--- config.mk ---
export PLATFORM = sky130hd
export DESIGN_NAME = hazard_ctrl
export DESIGN_NICKNAME = d
export VERILOG_FILES = /design/src/rtl/hazard_pkg.sv /design/src/rtl/hazard_stage_reg.sv /design/src/rtl/hazard_ctrl.sv
export SDC_FILE = /design/constraint.sdc
export NUM_CORES = 1
export LEC_CHECK = 0
export BUFFER_PORTS_ARGS = -buffer_cell sky130_fd_sc_hd__buf_2
export CORE_MARGIN = 2
export CORE_UTILIZATION = 59
export CTS_BUF_LIST = sky130_fd_sc_hd__clkbuf_4 sky130_fd_sc_hd__clkbuf_8
export DETAILED_ROUTE_END_ITERATION = 12
export GPL_TIMING_DRIVEN = 0
export HOLD_SLACK_MARGIN = 0.06
export PLACE_DENSITY_LB_ADDON = 0.15
export SYNTH_ARGS = -nofsm -noshare
export SYNTH_HDL_FRONTEND = slang
export SYNTH_HIERARCHICAL = 1
export SYNTH_SLANG_ARGS = --single-unit
--- constraint.sdc ---
create_clock -name clk -period 2.7 [get_ports clk]
set_clock_uncertainty 0.1 [all_clocks]
set_input_delay 0.27 -clock clk [delete_from_list [all_inputs] [get_ports clk]]
set_output_delay 0.27 -clock clk [all_outputs]
set_load 0.1 [all_outputs]
--- src/rtl/hazard_pkg.sv ---
// Shared types for the hazard controller.
// Shadow stage record, forward select encoding, bubble constant.
package hazard_pkg;

  typedef enum logic [1:0] {
    FWD_REG = 2'b00,
    FWD_W   = 2'b01,
    FWD_M   = 2'b10
  } fwd_sel_t;

  localparam logic [1:0] RESULT_LOAD = 2'b01;

  typedef struct packed {
    logic [4:0] rs1;
    logic [4:0] rs2;
    logic [4:0] rd;
    logic       regwrite;
    logic       is_load;
  } stage_rec_t;

  localparam stage_rec_t BUBBLE = '0;

  // x0 never matches; the stage must actually write rd
  function automatic logic rs_match(
    input logic [4:0] rs,
    input stage_rec_t s
  );
    return (rs != 5'd0) && (rs == s.rd) && s.regwrite;
  endfunction

endpackage

--- src/rtl/hazard_stage_reg.sv ---
// One shadow pipeline stage record.
// Async clear to BUBBLE, synchronous bubble insert.
module hazard_stage_reg
  import hazard_pkg::*;
(
  input  logic       clk,
  input  logic       rst_n,
  input  logic       bubble,
  input  stage_rec_t d,
  output stage_rec_t q
);

  // Advance the record, or load a bubble when squashed
  always_ff @(posedge clk or negedge rst_n) begin
    if (!rst_n)
      q <= BUBBLE;
    else if (bubble)
      q <= BUBBLE;
    else
      q <= d;
  end

endmodule

--- src/rtl/hazard_ctrl.sv ---
// Pipeline hazard controller: stalls, flushes, forward selects.
// HAZARD_FORWARD_EN selects forwarding; otherwise stall on any RAW.
module hazard_ctrl
  import hazard_pkg::*;
#(
  parameter int WIDTH = 32,
  parameter int CNT_W = 16
) (
  input  logic             clk,
  input  logic             rst_n,
  input  logic [4:0]       Rs1D,
  input  logic [4:0]       Rs2D,
  input  logic [4:0]       RdD,
  input  logic             RegWriteD,
  input  logic [1:0]       ResultSrcD,
  input  logic             PCSrcE,
  output logic             StallF,
  output logic             StallD,
  output logic             FlushD,
  output logic             FlushE,
  output logic [1:0]       ForwardAE,
  output logic [1:0]       ForwardBE,
  output logic [CNT_W-1:0] stall_cnt
);

  stage_rec_t d_rec;
  stage_rec_t e_q;
  stage_rec_t m_q;
  stage_rec_t w_q;
  logic       hz;
  fwd_sel_t   fa;
  fwd_sel_t   fb;

  logic [WIDTH-1:0] unused_w;
  logic             unused_bits;

  assign unused_w    = '0;
  assign unused_bits = ^{e_q.rs1, e_q.rs2, e_q.is_load,
                         m_q.rs1, m_q.rs2, m_q.is_load,
                         w_q.rs1, w_q.rs2, w_q.is_load};

  assign d_rec = '{
    rs1:      Rs1D,
    rs2:      Rs2D,
    rd:       RdD,
    regwrite: RegWriteD,
    is_load:  (ResultSrcD == RESULT_LOAD)
  };

  hazard_stage_reg u_e (
    .clk    (clk),
    .rst_n  (rst_n),
    .bubble (FlushE),
    .d      (d_rec),
    .q      (e_q)
  );

  hazard_stage_reg u_m (
    .clk    (clk),
    .rst_n  (rst_n),
    .bubble (1'b0),
    .d      (e_q),
    .q      (m_q)
  );

  hazard_stage_reg u_w (
    .clk    (clk),
    .rst_n  (rst_n),
    .bubble (1'b0),
    .d      (m_q),
    .q      (w_q)
  );

`ifdef HAZARD_FORWARD_EN
  // Load-use detect and M-over-W forward priority
  always_comb begin
    hz = e_q.is_load &&
         (rs_match(Rs1D, e_q) || rs_match(Rs2D, e_q));
    fa = FWD_REG;
    fb = FWD_REG;
    priority case (1'b1)
      rs_match(e_q.rs1, m_q): fa = FWD_M;
      rs_match(e_q.rs1, w_q): fa = FWD_W;
      default:                fa = FWD_REG;
    endcase
    priority case (1'b1)
      rs_match(e_q.rs2, m_q): fb = FWD_M;
      rs_match(e_q.rs2, w_q): fb = FWD_W;
      default:                fb = FWD_REG;
    endcase
  end
`else
  // No bypass: any in-flight writer of a source stalls Decode
  always_comb begin
    hz = rs_match(Rs1D, e_q) || rs_match(Rs2D, e_q) ||
         rs_match(Rs1D, m_q) || rs_match(Rs2D, m_q) ||
         rs_match(Rs1D, w_q) || rs_match(Rs2D, w_q);
    fa = FWD_REG;
    fb = FWD_REG;
  end
`endif

  // Flush beats stall: the Decode instruction is being discarded
  always_comb begin
    StallF    = hz && !PCSrcE;
    StallD    = hz && !PCSrcE;
    FlushD    = PCSrcE;
    FlushE    = hz || PCSrcE;
    ForwardAE = fa;
    ForwardBE = fb;
  end

  // Saturating count of Decode stall cycles
  always_ff @(posedge clk or negedge rst_n) begin
    if (!rst_n)
      stall_cnt <= '0;
    else if (StallD && (stall_cnt != '1))
      stall_cnt <= stall_cnt + 1'b1;
  end

endmodule

* Word level (Yosys, flattened, before mapping) *
Index checks and enable logic that the tools add are counted.

operators by class
  add/subtract/negate cells = 1
  multiply operators = 0
  div/mod/pow operators = 0
  $lt $le $gt $ge = 0
  equal/unequal tests = 8
  shifts and indexed selects = 0
  multiplexer cells = 1
  bitwise logic cells = 0
  reduce and logical (&&, ||, !) cells = 23

operator list
  kind                                                                   count
  5-bit equality test                                                    6
  16-bit by 1-bit adder with 16-bit output, second input constant        1
  16-bit != test, second input constant                                  1
  1-bit logical AND                                                      14
  5-bit nonzero test                                                     2
  7-bit two-way mux                                                      1
  1-bit logical OR                                                       6
  2-bit by 1-bit equality test with 1-bit output, second input constant  1
  1-bit logical NOT                                                      1

word-level totals
  bits in registers = 34
  bits in latches = 0
  memory bits (writable) = 0
  ROM bits = 0
  input bits = 21
  output and inout port bits = 24
  logic and storage cells = 40
  memories = 0

* Depth between registers and ports, before layout *
Gate-level depths: netlist of run 1.

  word-level depth = 10
  depth in mapped cells = 8
  gate-level depth less buffers = 7

* Hierarchy *
The synthesis of run 1 kept the hierarchy.

modules (own cells, without submodules)
  module            instances  cells an instance  area an instance (um2)  seq. area each (um2)
  hazard_stage_reg  3          35                 560.5                   425.4
  hazard_ctrl       1          128                1234.9                  400.4

* Least setup slack after synthesis of run 1 *
Ideal clock, no wire load.

  path kind = register to output
  start = register u_m/q[4] (netlist bit)
  end = output StallF
  arrival time = 2879 ps
  data required time = 2330 ps
  setup slack = -549 ps
  cell stages (with the launch flop) = 7
  path buffers = 1
  path through = dfrtp_1 xor2_1 nor4_1 o21ai_1 and3_2 nor2_1 buf_4

on the way
  word-level cells in the longest chain between the ends = 8
  elaborated cells on any way between the ends = 11
  those cells by class = 2 x eq/ne; 9 x reduce/logical

ends and longest elaborated chain
  element                           line                    RTL
  start: declaration                hazard_stage_reg.sv:10  output stage_rec_t q
  start signal: assignment          hazard_stage_reg.sv:16  q <= BUBBLE;
  start signal: assignment          hazard_stage_reg.sv:18  q <= BUBBLE;
  start signal: assignment          hazard_stage_reg.sv:20  q <= d;
  5-bit equality test               hazard_pkg.sv:28        return (rs != 5'd0) && (rs == s.rd) && s.regwrite;
  1-bit logical AND (2 in series)   hazard_pkg.sv:28
  1-bit logical OR                  hazard_ctrl.sv:95       hz = rs_match(Rs1D, e_q) || rs_match(Rs2D, e_q) ||
  1-bit logical OR * (2 in series)  hazard_ctrl.sv:96       rs_match(Rs1D, m_q) || rs_match(Rs2D, m_q) ||
  1-bit logical OR *                hazard_ctrl.sv:97       rs_match(Rs1D, w_q) || rs_match(Rs2D, w_q);
  1-bit logical AND *               n/a
  end: declaration                  hazard_ctrl.sv:17       output logic StallF,

Mark *: on every way between the ends. The rest lies on a longest branch, timed or not.

* Worst setup path in the final report of run 1 *
  start = register u_e/q[4] (netlist bit)
  end = output StallD

on the way
  word-level cells in the longest chain between the ends = 9
  elaborated cells on any way between the ends = 12
  those cells by class = 2 x eq/ne; 10 x reduce/logical

ends and longest elaborated chain
  element                           line                    RTL
  start: declaration                hazard_stage_reg.sv:10
  start signal: assignment          hazard_stage_reg.sv:16
  start signal: assignment          hazard_stage_reg.sv:18
  start signal: assignment          hazard_stage_reg.sv:20
  5-bit equality test               hazard_pkg.sv:28
  1-bit logical AND (2 in series)   hazard_pkg.sv:28
  1-bit logical OR * (2 in series)  hazard_ctrl.sv:95
  1-bit logical OR * (2 in series)  hazard_ctrl.sv:96
  1-bit logical OR *                hazard_ctrl.sv:97
  1-bit logical AND *               hazard_ctrl.sv:106      StallD = hz && !PCSrcE;
  end: declaration                  hazard_ctrl.sv:18       output logic StallD,

Marks and branches as above.

==> results.tsv, run 1 <==
stage	metric	value	unit
layout	area_delta_synth_final	24.2	%
job	maxCapViolCount	0	
layout	drive_gt1_share	35.1	%
global_route	grt_pass1_wl	5780	um
setup_path	path_cells	xor2_1 -> nor4_1 -> o21ai_1 -> and3_2 -> nor2_4 -> buf_2	
layout	fin_cells	272	
yosys	synth.cell_area	1850	um2
place	dpl_cell_area	2140	um2
die	die_y	60.0	um
setup_path	critPathBufInv	1	
min_path	worstHoldStart	RegWriteD	
routing	drtPass1Iterations	4	
global_route	grt_usage	21.9	%
setup_path	end_kind	output port	
routing	num_vias	1332	
power	seq_power_share	44.3	%
global_route	grt_pass1_vias	1320	
clock_network	clock_latency	330	ps
layout	nets	249	
sta	worst_slew_pin_slew	731	ps
sta	hold_ws	74.9	ps
global_route	antenna_found_initial	0	
clock_network	clock_path_buffers	2	
routing	first_iter_violations	52	
routing	route.detailed.drc	0	
die	die_x	60.0	um
die	core_region_area	3030	um2
place	gp_congestion	0.908	
min_path	hold_depth	2	
setup_path	cp.arrival	2170	ps
sta	post-route-min-period	2540	ps
min_path	hp-class	input port to flip-flop	
die	die_area	3600	um2
yosys	synth.avg_cell_area	11.1	um2
yosys	syn_inst	166	
yosys	synth_warnings	6	
place	dpl.hpwl	2670	um
power	swShare	32.5	%
sta	period_share	94.0	%
clock_network	path_clk_slew	110	ps
clock_network	htree_levels	2	
routing	wl	3500	um
sta	fmax	394	MHz
die	io_pins	45	
outcome	status	completed	
sta	setup_tns	0	ps
clock_network	clockRootBuffer	clkbuf_4	
setup_path	r2r-start	u_w/q[6]	
sta	rsz0062_at_grt	false	
layout	diodes	0	
routing	post_drt_wl_per_cell	12.9	um
power	p_comb_share	23.9	%
layout	fill_cells	204	
power	vdd_ir_drop_max	0.746	mV
sta	setup_viol	0	
power	internal_power	855	uW
setup_path	r2r_setup_slack	520	ps
setup_path	critical-path-top-delay-family	simple AND/OR/NAND/NOR gates	
clock_network	cts_tree	built	
die	rows	20	
setup_path	critPathKind	flip-flop to output port	
global_route	grt_remaining_overflow	0	
clock_network	cts_sinks	34	
place	port_buffers	37	
layout	fin_util	75.8	%
clock_network	numCtsBuffers	5	
setup_path	worst_setup_path_start_kind	flip-flop	
sta	timing.final.hold_violations	0	
routing	antenna_left	0	
power	powerDensity	551	nW/um2
setup_path	slowest_delay	440	ps
sta	slew_viol_final	0	
setup_path	rr_endpoint	stall_cnt[15]	
setup_path	cp_max_fo	3	
setup_path	cpMaxStageDelayCell	dfrtp_1	
setup_path	reg2reg_depth	8	
routing	vias_per_cell	4.90	
place	place_inst	258	
setup_path	crit_required	2330	ps
power	clkPwrFrac	31.7	%
die	start_util	61.0	%
global_route	grt_max_degree	35	
power	leakage	0.00112	uW
layout	final_area	2300	um2
clock_network	post_cts_buffers	0	
sta	relSlewSlack	51.3	%
power	switchingPower	411	uW
min_path	hold_path_end	u_e/q[1]	
through the flow:
step	setup slack, ps	power, uW
global placement	249	861
floorplan	64.0	802
detailed placement	215	867
global route	5.69	1330
CTS	48.5	1280
finish	162	1270
placed cells by master (no fill, tap or decap), types with 2 or more instances in the layout:
master / n
dfrtp_1: 30
nor2b_1: 9
buf_6: 4
buf_2: 35
buf_4: 7
dfrtp_2: 4
or4_1: 2
nand3_1: 11
o21ai_1: 3
xnor2_1: 31
nor2_1: 3
nor2_2: 2
dlygate4sd3_1: 6
nor4_1: 7
xor2_1: 14
conb_1: 12
nand2_1: 8
and2b_2: 9
nand3b_2: 2
clkbuf_4: 7
nand4_1: 2
worst reg2reg max path: cells and delay by family, from the launching register on:
kind,cells,cell delay (ps)
AO/OA/AOI/OAI,2,590
AND/OR/NAND/NOR,3,430
flip-flops,1,430
XOR/XNOR,2,300
buffers and inverters,1,220
sequential cells by signal, indices dropped and copies added, names as in the netlist:
| register | count |
|---|---|
| stall_cnt | 16 |
| u_e/q | 6 |
| u_m/q | 6 |
| u_w/q | 6 |
routing by layer:
metal,global-route usage [%],wire length [um],vias to the layer above
met5,0,0,-
met4,10.5,59,0
met3,4.55,129,7
met2,34.2,1680,32
met1,28.8,1630,633
li1,-,-,660
area by class of cell:
type                       count  area, um2  area share [%]
buffer                        11       93.8            4.09
clock buffer                   7       58.8            2.56
tap                           44       55.1            2.40
timing repair buffer          43        250            10.9
sequential                    34        856            37.3
multi-input combinational    132        952            41.5
clock inverter                 1       30.0            1.31
worst max path at each step:
stage,startpoint,to,cells after the start
finish,u_e/q[4],StallD,6
global route,u_e/q[3],StallD,7
CTS,u_e/q[4],FlushE,6
detailed placement,Rs2D[1],FlushE,8
global placement,Rs1D[1],StallF,9
floorplan,stall_cnt[9],stall_cnt[4],7
power groups by stage:
stage	logic (uW)	clock network, uW	registers, uW
5_1_grt	324	435	566
3_3_place_gp	291	0	569
2_1_floorplan	133	0	669
3_5_place_dp	296	0	571
4_1_cts	301	414	561
6_report	303	402	561
timing repair:
action / 4_1_cts / 5_1_grt
setup endpoints to repair: 0 / 2
resized for setup: 0 / 3
hold endpoints to repair: 37 / 2
hold buffers: 4 / 2
(Power assumes the default switching activity.)
==> run 2, diff against run 1 <==
- MAX_ROUTING_LAYER: not set -> met4
- clock period: 2.7 -> 2.89 ns (I/O delays scaled with it)
==> run 2 against run 1 <==
Register-to-register slack better by 80 ps; worst setup slack improved by 34 ps; core utilization down 3.0 points; count of clock-buffer cells in the layout is 1 lower; via count is 1.4% higher.
==> results.tsv, run 2 (synthesized netlist as in run 1, its figures left out) <==
stage	metric	value	unit	change
sta	period_share	93.2	%	
setup_path	critical-path-top-delay-family	simple AND/OR/NAND/NOR gates		
clock_network	ctsResizeCount	0		unchanged
global_route	grt_remaining_overflow	0		unchanged
job	maxCapViolCount	0		unchanged
layout	area_delta_synth_final	19.4	%	
outcome	status	completed		
layout	final_cell_mix	37 x buf_2, 34 x dfrtp_1, 31 x xnor2_1		
routing	post_drt_wl_per_cell	13.3	um	+3.5%
layout	drive_gt1_share	34.1	%	-1.0 points
sta	timing.final.hold_violations	0		unchanged
global_route	grt_pass1_wl	6020	um	+4.0%
die	die_y	60.0	um	unchanged
setup_path	slowest_delay	460	ps	+20 ps
routing	route.detailed.drc	0		unchanged
setup_path	cp.arrival	2300	ps	+130 ps
die	io_pins	45		unchanged
die	die_x	60.0	um	unchanged
layout	top_register	stall_cnt		
power	vdd_ir_drop_max	0.667	mV	-11%
layout	final_area	2210	um2	-3.9%
clock_network	clock_latency	330	ps	about the same
layout	fill_cells	211		+3.4%
clock_network	cts_tree	built		
setup_path	critPathBufInv	1		unchanged
sta	post-route-min-period	2690	ps	
die	start_util	61.0	%	unchanged
routing	first_iter_violations	44		-15%
layout	fin_util	72.9	%	-3.0 points
layout	nets	244		-2.0%
sta	hold_ws	74.9	ps	-0.00410 ps
power	powerDensity	492	nW/um2	-11%
power	leakage	0.00109	uW	-2.6%
setup_path	path_cells	xnor2_1 -> nand3_1 -> nor4_1 -> o21ai_1 -> and3_2 -> nand2b_1 -> buf_2		
global_route	antenna_found_initial	0		unchanged
die	rows	20		unchanged
setup_path	rr_endpoint	stall_cnt[11]		
place	dpl.hpwl	2780	um	+4.2%
setup_path	cpMaxStageDelayCell	buf_2		
setup_path	critPathKind	flip-flop to output port		
power	power	1080	uW	-14%
sta	setup_viol	0		unchanged
clock_network	ctsHoldBuffers	1		-3
routing	vias_per_cell	5.06		+3.2%
clock_network	clockRootBuffer	clkbuf_4		
global_route	grt_usage	23.5	%	+1.6 points
min_path	hold_depth	2		unchanged
global_route	grt_pass1_vias	1350		+2.3%
routing	antenna_left	0		unchanged
global_route	grt_max_degree	35		unchanged
setup_path	cp_max_fo	5		+2
sta	rsz0062_at_grt	false		
layout	layout_commonest_cell	buf_2		
min_path	hold_path_end	u_e/q[4]		
die	core_region_area	3030	um2	unchanged
setup_path	crit_required	2500	ps	+170 ps
setup_path	r2r_setup_slack	600	ps	+80 ps
routing	wl	3550	um	+1.6%
die	die_area	3600	um2	unchanged
layout	largest_reg_flops	16		unchanged
clock_network	htree_levels	2		unchanged
sta	slew_viol_final	0		unchanged
sta	setup_tns	0	ps	unchanged
place	port_buffers	37		unchanged
clock_network	numCtsBuffers	5		unchanged
setup_path	r2r-start	stall_cnt[5]		
clock_network	post_cts_buffers	0		unchanged
min_path	worstHoldStart	RdD[2]		
sta	fmax	371	MHz	
sta	relSlewSlack	51.2	%	about the same
setup_path	end_kind	output port		
routing	num_vias	1350		+1.4%
clock_network	cts_sinks	34		unchanged
clock_network	clock_path_buffers	2		unchanged
setup_path	reg2reg_depth	8		unchanged
clock_network	path_clk_slew	100	ps	about the same
sta	worst_slew_pin_slew	731	ps	+0.351 ps
min_path	hp-class	input port to flip-flop		
place	dpl_cell_area	2130	um2	-0.47%
setup_path	worst_setup_path_start_kind	flip-flop		
layout	diodes	0		unchanged
routing	drtPass1Iterations	4		unchanged
place	gp_congestion	0.862		-5.1%
## run 2: how the worst max path moves through the flow
stage | startpoint | to | slack (ps) | cells past startpoint
6_report | u_m/q[5] | FlushE | 200 | 7
2_1_floorplan | stall_cnt[5] | stall_cnt[4] | 130 | 7
3_5_place_dp | Rs2D[1] | FlushE | 370 | 8
3_3_place_gp | Rs1D[1] | StallF | 400 | 9
4_1_cts | u_m/q[5] | FlushE | 180 | 7
5_1_grt | u_e/q[3] | FlushE | 40 | 7
## run 2: area by class of cell
type,instances,area (um2),area share [%]
Multi-Input combinational cell,132,947,42.9
Sequential cell,34,851,38.6
Timing Repair Buffer,38,195,8.85
Buffer,11,93.8,4.25
Tap cell,44,55.1,2.50
Clock buffer,6,51.3,2.33
Clock inverter,2,12.5,0.567
## run 2: through the flow
| step | cells | setup WS [ps] |
|---|---|---|
| detailed placement | 258 | 367 |
| CTS | 267 | 184 |
| finish | 267 | 196 |
| floorplan | 177 | 133 |
| global placement | 258 | 397 |
| global route | 267 | 43.3 |
## run 2: routing by layer
layer | global-route usage [%] | vias to the layer above | share of wire, %
li1 | - | 652 | -
met1 | 29.1 | 637 | 45
met2 | 36.6 | 49 | 47
met3 | 6.93 | 12 | 5.8
met4 | 7.94 | 0 | 2.1
met5 | - | - | 0
## run 2: power by group
part | total (uW) | internal, uW | switching, uW
registers | 525 | 499 | 25.9
clock network | 280 | 117 | 163
logic | 280 | 79.0 | 201
## run 2: worst register-to-register path, stage by stage (launching register included)
cell and delay [ps]:
dfrtp_1 450, and4_4 270, and2_2 170, nand2_1 70, nor4_1 500, a31oi_1 210
buf_6 210, nand3_1 90, xnor2_1 140
==> run 3, diff against run 2 <==
- CELL_PAD_IN_SITES_DETAIL_PLACEMENT: not set -> 1
- CELL_PAD_IN_SITES_GLOBAL_PLACEMENT: not set -> 1
- CORE_UTILIZATION: 59 -> 48
==> run 3 against run 2 <==
Power up 8.7%; worst hold slack improved by 45 ps; critical path depth did not move; largest cell class unchanged; via count grew 2.2%; cell count up 1.5%; first-iteration DRC count rose by 6.8%; register-to-register slack worse by 50 ps; routed wire length up 21%; core utilization decreased by 12 points.
==> results.tsv, run 3 (synthesized netlist as in run 1, its figures left out) <==
stage	metric	value	unit	change
sta	timing.final.hold_violations	0		unchanged
sta	worst_slew_pin_slew	768	ps	+36.3 ps
outcome	status	completed		
die	die_x	66.1	um	+10%
sta	post-route-min-period	2700	ps	+5.91 ps
place	place_ws	313	ps	-53.5 ps
global_route	antenna_found_initial	0		unchanged
setup_path	critPathKind	flip-flop to output port		
sta	rsz0062_at_grt	false		
place	gp_congestion	0.769		-11%
clock_network	htree_levels	2		unchanged
layout	final_cell_mix	37 x buf_2, 34 x dfrtp_1, 31 x xnor2_1		
layout	nets	244		unchanged
global_route	grt_remaining_overflow	0		unchanged
sta	slew_viol_final	0		unchanged
layout	area_delta_synth_final	21.3	%	
sta	setup_slack	190	ps	-5.91 ps
die	io_pins	45		unchanged
power	leakage	0.00110	uW	+1.2%
layout	largest_reg_flops	16		unchanged
global_route	grt_max_degree	35		unchanged
routing	drtPass1Iterations	4		unchanged
clock_network	cts_sinks	34		unchanged
die	die_area	4360	um2	+21%
setup_path	cp.arrival	2310	ps	about the same
routing	first_iter_violations	47		+6.8%
routing	wl	4300	um	+21%
routing	vias_per_cell	5.09		+0.71%
clock_network	cts_tree	built		
layout	layout_commonest_cell	buf_2		
routing	antenna_left	0		unchanged
global_route	grt_pass1_vias	1491		+10%
clock_network	numCtsBuffers	5		unchanged
routing	num_vias	1380		+2.2%
routing	post_drt_wl_per_cell	15.9	um	+19%
power	vdd_ir_drop_max	0.583	mV	-13%
clock_network	clock_latency	290	ps	-40 ps
clock_network	ctsResizeCount	0		unchanged
sta	relSlewSlack	48.8	%	-2.4 points
setup_path	cp_max_fo	5		unchanged
layout	fin_cells	271		+1.5%
clock_network	path_clk_slew	70	ps	-30 ps
place	place_inst	262		+1.6%
job	maxCapViolCount	0		unchanged
sta	fmax	370	MHz	-0.22%
sta	setup_tns	0	ps	unchanged
global_route	grt_usage	23.2	%	-0.31 points
place	port_buffers	37		unchanged
place	dpl.hpwl	3160	um	+14%
die	die_y	66.1	um	+10%
routing	route.detailed.drc	0		unchanged
setup_path	crit_required	2500	ps	about the same
global_route	grt_pass1_wl	7270	um	+21%
min_path	hp-class	input port to flip-flop		
layout	top_register	stall_cnt		
die	core_region_area	3690	um2	+22%
sta	setup_viol	0		unchanged
layout	diodes	0		unchanged
clock_network	clockRootBuffer	clkbuf_8		
die	rows	22		+10%
layout	drive_gt1_share	34.1	%	unchanged
layout	fill_cells	424		+100%
setup_path	worst_setup_path_start_kind	flip-flop		
clock_network	clock_path_buffers	2		unchanged
setup_path	end_kind	output port		
die	start_util	50.1	%	-11 points
sta	period_share	93.4	%	+0.20 points
power	powerDensity	526	nW/um2	+6.9%
[run 3: path summary, 6_finish.rpt]
kind	end	slack, ps	cells past startpoint	from
max	FlushE	190	7	u_m/q[5]
min	u_e/q[6]	120	2	RdD[4]
max in group asynchronous	u_e/q[2]	1690	2	rst_n
min reg2reg	stall_cnt[10]	390	1	stall_cnt[10]
max reg2reg	stall_cnt[4]	550	7	stall_cnt[3]
min in group asynchronous	stall_cnt[13]	510	2	rst_n
[run 3: what timing repair did]
| item | in CTS | in global routing |
|---|---|---|
| buffers inserted | 0 | 0 |
| hold endpoints to repair | 34 | 0 |
| hold buffers | 1 | 0 |
[run 3: cell type report]
class | instances | area [um2] | area share, %
multi-input combinational | 132 | 947 | 42.2
sequential | 34 | 851 | 37.9
timing repair buffer | 38 | 195 | 8.71
buffer | 11 | 93.8 | 4.19
clock buffer | 6 | 82.6 | 3.68
tap | 48 | 60.1 | 2.68
clock inverter | 2 | 12.5 | 0.558
[run 3: per-stage QoR]
step	hold WS [ps]	instance area, um2	utilization (%)	power (uW)
2_1_floorplan	-107	1890	-	749
3_3_place_gp	292	2140	57.9	805
3_5_place_dp	311	2140	57.9	819
4_1_cts	114	2240	60.8	1190
5_1_grt	126	2240	60.8	1230
6_report	120	2240	60.8	1180
[run 3: layer usage]
| layer | GRT usage (%) | wire (um) | up-vias |
|---|---|---|---|
| met4 | 7.91 | 72 | 0 |
| met3 | 5.28 | 207 | 8 |
| li1 | - | - | 650 |
| met2 | 37.5 | 2190 | 42 |
| met5 | - | 0 | - |
| met1 | 28.8 | 1830 | 680 |
[run 3: where the power goes]
group          internal (uW)  total [uW]  switching (uW)
Combinational           78.9         284             205
Clock                    191         368             177
Sequential               499         526            27.1
Total                    770        1180             409
[run 3: worst max-delay path, cell delays in order, from the launching register on]
cell	delay [ps]
dfrtp_1	430
xnor2_1	200
nand3_1	100
nor4_1	270
o21ai_1	140
and3_2	270
nand2b_1	160
buf_2	460
